[src/rtl/layer_sequencer.sv]
// Sequencing controller for one fully-connected layer: walks the shared X/W address,
// drives the common neuron Active strobe, gates operands and pulses Done when Z is final.
module layer_sequencer #(
  parameter int unsigned N_IN    = 784,
  parameter int unsigned RD_LAT  = 1,
  parameter int unsigned MAC_LAT = 2,
  parameter int unsigned CLR_CYC = 2,
  parameter int unsigned AW      = (N_IN > 1) ? $clog2(N_IN) : 1
) (
  input  logic          Clk,
  input  logic          Reset_n,
  input  logic          Start,
  input  logic          Abort,
  output logic [AW-1:0] Addr,
  output logic          Operand_valid,
  output logic          Active,
  output logic          Busy,
  output logic          Done
);

  localparam int unsigned T  = RD_LAT + N_IN + MAC_LAT;
  localparam int unsigned CW = (T > 0) ? $clog2(T + 1) : 1;
  localparam int unsigned KW = (CLR_CYC > 1) ? $clog2(CLR_CYC) : 1;

  localparam logic [CW-1:0] C_LAST     = CW'(T - 1);
  localparam logic [CW-1:0] C_OV_LO    = CW'(RD_LAT);
  localparam logic [CW-1:0] C_OV_HI    = CW'(RD_LAT + N_IN - 1);
  localparam logic [CW-1:0] C_ADDR_MAX = CW'(N_IN - 1);
  localparam logic [KW-1:0] K_LOAD     = KW'(CLR_CYC - 1);

  typedef enum logic [1:0] {
    S_IDLE,
    S_CLEAR,
    S_RUN,
    S_DONE
  } state_t;

  state_t        r_state, w_state_nxt;
  logic [KW-1:0] r_clr, w_clr_nxt;
  logic [CW-1:0] r_c, w_c_nxt;

  logic [AW-1:0] r_addr, w_addr_nxt;
  logic          r_ov, w_ov_nxt;
  logic          r_act, w_act_nxt;
  logic          r_busy, w_busy_nxt;
  logic          r_done, w_done_nxt;

  // Outputs are decoded from the next state/count so every output is a flop.
  always_comb begin
    w_state_nxt = r_state;
    w_clr_nxt   = r_clr;
    w_c_nxt     = r_c;
    w_addr_nxt  = '0;
    w_ov_nxt    = 1'b0;
    w_act_nxt   = 1'b0;
    w_busy_nxt  = 1'b0;
    w_done_nxt  = 1'b0;

    case (r_state)
      S_IDLE: begin
        if (Start) begin
          w_state_nxt = S_CLEAR;
          w_clr_nxt   = K_LOAD;
        end
      end
      S_CLEAR: begin
        if (r_clr == '0) begin
          w_state_nxt = S_RUN;
          w_c_nxt     = '0;
        end else begin
          w_clr_nxt = r_clr - KW'(1);
        end
      end
      S_RUN: begin
        // Leaving at T-1 puts the Done cycle where the count would read T.
        if (r_c == C_LAST) begin
          w_state_nxt = S_DONE;
        end else begin
          w_c_nxt = r_c + CW'(1);
        end
      end
      S_DONE:  w_state_nxt = S_IDLE;
      default: w_state_nxt = S_IDLE;
    endcase

    if (Abort) begin
      w_state_nxt = S_IDLE;
    end

    case (w_state_nxt)
      S_CLEAR: w_busy_nxt = 1'b1;
      S_RUN: begin
        w_busy_nxt = 1'b1;
        w_addr_nxt = (w_c_nxt > C_ADDR_MAX) ? AW'(C_ADDR_MAX) : AW'(w_c_nxt);
        w_ov_nxt   = (w_c_nxt >= C_OV_LO) && (w_c_nxt <= C_OV_HI);
        w_act_nxt  = (w_c_nxt >= C_OV_LO);
      end
      S_DONE: begin
        w_busy_nxt = 1'b1;
        w_done_nxt = 1'b1;
        w_addr_nxt = AW'(C_ADDR_MAX);
      end
      default: ;
    endcase
  end

  always_ff @(posedge Clk or negedge Reset_n) begin
    if (!Reset_n) begin
      r_state <= S_IDLE;
      r_clr   <= '0;
      r_c     <= '0;
      r_addr  <= '0;
      r_ov    <= 1'b0;
      r_act   <= 1'b0;
      r_busy  <= 1'b0;
      r_done  <= 1'b0;
    end else begin
      r_state <= w_state_nxt;
      r_clr   <= w_clr_nxt;
      r_c     <= w_c_nxt;
      r_addr  <= w_addr_nxt;
      r_ov    <= w_ov_nxt;
      r_act   <= w_act_nxt;
      r_busy  <= w_busy_nxt;
      r_done  <= w_done_nxt;
    end
  end

  assign Addr          = r_addr;
  assign Operand_valid = r_ov;
  assign Active        = r_act;
  assign Busy          = r_busy;
  assign Done          = r_done;

endmodule
[config.mk]
export PLATFORM = sky130hd
export DESIGN_NAME = layer_sequencer
export DESIGN_NICKNAME = d
export VERILOG_FILES = /design/src/rtl/layer_sequencer.sv
export SDC_FILE = /design/constraint.sdc
export NUM_CORES = 1
export LEC_CHECK = 0
export BUFFER_PORTS_ARGS = -buffer_cell sky130_fd_sc_hd__buf_4
export CAP_MARGIN = 10
export CORE_MARGIN = 8
export CORE_UTILIZATION = 55
export DETAILED_ROUTE_END_ITERATION = 10
export GPL_TIMING_DRIVEN = 1
export PLACE_DENSITY = 0.81
export SYNTH_ARGS = -nofsm -noshare
export SYNTH_HDL_FRONTEND = slang
export SYNTH_SLANG_ARGS = --single-unit
[constraint.sdc]
create_clock -name Clk -period 3 [get_ports Clk]
set_input_delay 0.15 -clock Clk [delete_from_list [all_inputs] [get_ports Clk]]
set_output_delay 0.15 -clock Clk [all_outputs]
set_load 0.01 [all_outputs]
* Word-level counts from Yosys, hierarchy flattened *
Index checks and enable logic that the tools add are counted.

storage, ports and cells
  register bits = 27
  input bits = 4
  output and inout port bits = 14
  logic and storage cells = 43

cells by class
  add/subtract/negate cells = 2
  $lt $le $gt $ge = 3
  equal/unequal tests = 8
  muxes and demuxes = 17
  reduce and logical (&&, ||, !) cells = 5

operator list
  operator                 number
  $pmux W10 S2             2
  $mux W10                 3
  $add A10 B1 Y10 const B  1
  $eq A10 B10 Y1 const B   1
  $ge A10 B1 Y1 const B    1
  $gt A10 B10 Y1 const B   1
  $le A10 B10 Y1 const B   1
  $eq A2 B2 Y1 const B     4
  $mux W2                  4
  $pmux W2 S4              1
  $mux W1                  6
  $eq A2 B1 Y1 const B     2
  $reduce_or A3 Y1         1
  $logic_not A2 Y1         1
  $ne A2 B2 Y1 const B     1
  $pmux W1 S2              1
  $reduce_and A2 Y1        1
  $reduce_bool A2 Y1       1
  $logic_and A1 B1 Y1      1
  $sub A1 B1 Y1 const B    1

* Depth between registers and ports, before layout *
  word-level depth = 7
  gate-level depth with buffers = 10
  gate-level depth less buffers = 9

* Worst setup path after synthesis *
No wires, ideal clock.

  path kind = register -> register
  from = reg r_state[0]
  to = reg r_ov, in the netlist Operand_valid
  setup time = 124 ps
  arrival = 2349 ps
  data required time = 2876 ps
  path slack = 527 ps
  cell stages (with the launch flop) = 11
  buffers on the path = 2
  period minus slack after synthesis = 2473 ps
  path through = dfrtp_1 inv_1 ha_1 buf_4 a21bo_1 buf_6 o21ai_2 o21ai_2 or4_4 o311a_1 o31a_1

between the ends
  cells in the longest elaborated chain, start to end = 5
  elaborated cells between the ends (all ways) = 15
  those cells by class = 2 x order compare; 4 x eq/ne; 7 x mux; 2 x reduce/logical

ends and longest elaborated chain
  what                                             line  text
  start: declaration                               38    state_t r_state, w_state_nxt;
  start signal: assignment                         118   r_state <= w_state_nxt;
  $eq A2 B2 Y1 or $eq A2 B1 Y1 (tied branches)     59    case (r_state)
  $pmux W10 S2 (*)                                 59
  via w_c_nxt[2]                                   40    logic [CW-1:0] r_c, w_c_nxt;
  $ge A10 B1 Y1 or $le A10 B10 Y1 (tied branches)  95    w_ov_nxt = (w_c_nxt >= C_OV_LO) && (w_c_nxt <= C_OV_HI);
  $logic_and A1 B1 Y1 (*)                          95
  $mux W1 (*)                                      90    case (w_state_nxt)
  via w_ov_nxt                                     43    logic r_ov, w_ov_nxt;
  end signal: assignment                           122   r_ov <= w_ov_nxt;
  end: declaration                                 43

Mark *: on every way through the listed nets, which the timed path passes. The rest lies on a longest branch.
A chain may end at the register's enable or synchronous reset.

* Final worst setup path *
Same ends and word-level chain as after synthesis.

==> results.cfg <==
[power]
p_switching_w = 0.000263
ir_drop_mv = 0.491
p_leak_nw = 0.866
p_per_area_nw_per_um2 = 479
clockPowerShare_pct = 19.5
p_int_w = 0.000526
seqPwrFrac_pct = 52.9
switching_share_pct = 33.3
combPwrFrac_pct = 27.6

[placement]
io_buffer_count = 17
dp_hpwl_mm = 2.57
pre_cts_slack_ps = 277
place_congestion = 0.934

[logic_synthesis]
syn_avg_cell_area_um2 = 9.65
synth_area_leaders = dfrtp_1, ha_1, nand3_1
synth_nets = 159
synth_edf_count = 0
synth_flop_cell = dfrtp_1
syn_inst = 149
synth_seq_cells = 27
yosysTopAreaCell = dfrtp_1
ys_warn_count = 0
seq_area_frac_synth_pct = 47.0
synth_area_um2 = 1440
synth_top_area_share_pct = 47.0
async_flop_share_pct = 100
synth.distinct_cells = 40

[final_layout]
multi_input_area_um2 = 653
fillCellCount = 209
area.growth.synth_to_final_pct = 14.6
layout-drive-gt1-share_pct = 18.8
nNetsFinal = 181
num_antenna_cells = 0
regArea_um2 = 676

[setup_path]
setup.worst_path.start_class = flip-flop
r2r_setup_slack_ps = 240
worstReg2RegStart = r_state[0]
slowest_delay_ps = 570
worstSetupStartpoint = r_state[0]
rr_worst_depth = 8
crit_fanout = 11
cp.required_ps = 3220
critical_path.top_delay_family = compound AO/OA/AOI/OAI gates
worstSetupPathType = reg2reg
worst-path-buf-inv = 1
crit_cells = 8
timing.rr.end = Operand_valid
crit_arrival_ps = 2990
cp-endpoint = Operand_valid
critPathCaptureType = flip-flop
crit_path_top_delay_cell = or4_4
cp_cell_sequence = inv_1, ha_1, a21bo_1, nand2_1, o311ai_1, or4_4, o311a_1, o31a_1

[cts]
clock_sinks = 27
cts_buffers = 3
clkLatencyLatePin_ps = 320
cts_setup_buffers = 0
clk_path_buf_depth = 2
clock-root-buffer = clkbuf_4
clkTransAtPathRegs_ps = 140
cts_max_level = 1
tritoncts = yes
post_cts_resized = 0

[grt]
grt_antenna_before_repair = 0
grt_pass1_vias = 1241
track_usage_pct = 16.5
grt_max_degree = 28
grt_pass1_wl_mm = 5.73
grt.overflow.total = 0

[sta]
setup_viol = 0
timing.final.crit_share_pct = 92.2
hold_violations = 0
rsz0062_at_grt = no
finalMaxSlewViolations = 0
tns_ps = 0
fin_ws_ps = 235
finalClockSkew_ps = 2.19
max-slew-margin-rel_pct = 64.3
worstMarginPinSlew_ps = 531
fmax_mhz = 362
layout_min_cycle_time_ps = 2760

[die]
core.rowCount = 18
coreArea_um2 = 2480
die_h_um = 67.1
die_x_um = 67.1
initial_core_util_pct = 58.0
ioPinCount = 18
dieArea_um2 = 4510

[hold_path]
hold_class = in2reg
holdPathStages = 3

[route]
dr.pass1.iters = 4
routed-via-count = 1270
wl_mm = 3.53
drcViolationCount = 0
viasPerCell = 6.35
drt_iter0_markers = 106
drtAntennaViolNets = 0
routedWlPerCell_um = 17.7

[outcome]
status = finished, final reports clean

[run]
maxCapViolCount = 0
## power by group through the flow
stage	Combinational, W	Sequential (W)	Clock, W
after CTS	0.000216	0.000417	0.000159
final	0.000218	0.000418	0.000153
after global routing	0.000243	0.000422	0.000174
after detailed placement	0.000214	0.000424	0
after floorplan	0.000164	0.000418	0
after global placement	0.000206	0.000422	0
## cell type report
type	count	share of cell area [%]
Sequential cell	27	41.0
Multi-Input combinational cell	98	39.6
Timing Repair Buffer	26	12.0
Inverter	15	3.42
Tap cell	30	2.28
Clock buffer	3	1.37
Clock inverter	1	0.304
## logic make-up (layout without fill, tap and decap cells)
| logic type | count (synthesis) | count (layout) | synth area share (%) |
|---|---|---|---|
| compound gates | 41 | 41 | 20.4 |
| fa+ha+maj | 6 | 6 | 5.22 |
| buf+inv | 24 | 45 | 7.57 |
| flops | 27 | 27 | 47.0 |
| simple gates | 51 | 51 | 19.8 |
## synthesized netlist by cell type (3+ instances only)
| library cell | instances |
|---|---|
| a211oi_1 | 6 |
| a21o_1 | 6 |
| a21oi_1 | 7 |
| a31oi_1 | 5 |
| buf_2 | 5 |
| dfrtp_1 | 27 |
| ha_1 | 6 |
| inv_1 | 14 |
| nand2_1 | 11 |
| nand3_1 | 11 |
| nand4_1 | 3 |
| nor2_1 | 7 |
| nor4_1 | 5 |
## worst min-delay path by stage
stage	startpoint	end	slack, ps
final	Start	r_clr	80
after global routing	Start	r_clr	90
after CTS	Start	r_clr	70
after detailed placement	Reset_n	r_c[1]	80
after global placement	Reset_n	Busy	70
after floorplan	Reset_n	Active	-150
## layout by cell type, fill, tap and decap left out, types with 6 or more instances in the layout
master and n:
a211oi_1 6, a21o_1 6, a21oi_1 7, buf_4 25, dfrtp_1 27, ha_1 6
inv_1 14, nand2_1 11, nand3_1 11, nor2_1 7
## registers in the layout, summed over array words and instances, names as in the netlist
signal and count:
Addr 10, r_c 10, r_state 2, Active 1, Busy 1, Done 1
Operand_valid 1, r_clr 1
## worst reg2reg max path: cells and delay by family (launching register included)
family | cells | cell delay (ps)
flops | 1 | 460
buf+inv | 1 | 110
simple gates | 2 | 690
compound gates | 4 | 990
fa+ha+maj | 1 | 420
## layer usage
layer  GRT usage [%]  share of wire [%]  vias to the layer above
met5               0                  0                        -
met1            20.2                 44                      611
met4            8.09                2.1                        0
met3            2.52                5.8                        9
li1                -                  -                      585
met2            27.5                 48                       65
## stage by stage
| step | power (W) | hold WS (ps) | util, % | cells | instance area, um^2 |
|---|---|---|---|---|---|
| 4_1_cts | 0.000793 | 66.8 | 66.5 | 200 | 1650 |
| 5_1_grt | 0.000839 | 85.2 | 66.5 | 200 | 1650 |
| 6_report | 0.000789 | 78.5 | 66.5 | 200 | 1650 |
| 3_5_place_dp | 0.000638 | 78.4 | 65.0 | 195 | 1610 |
| 2_1_floorplan | 0.000582 | -146 | - | 149 | 1440 |
| 3_3_place_gp | 0.000629 | 69.5 | 65.0 | 195 | 1610 |
## what timing repair did
item,in CTS,in global routing
endpoints found under the hold margin,27,0
setup endpoints to repair,0,0
hold buffers,1,0
Power figures use the tool's default switching activity.
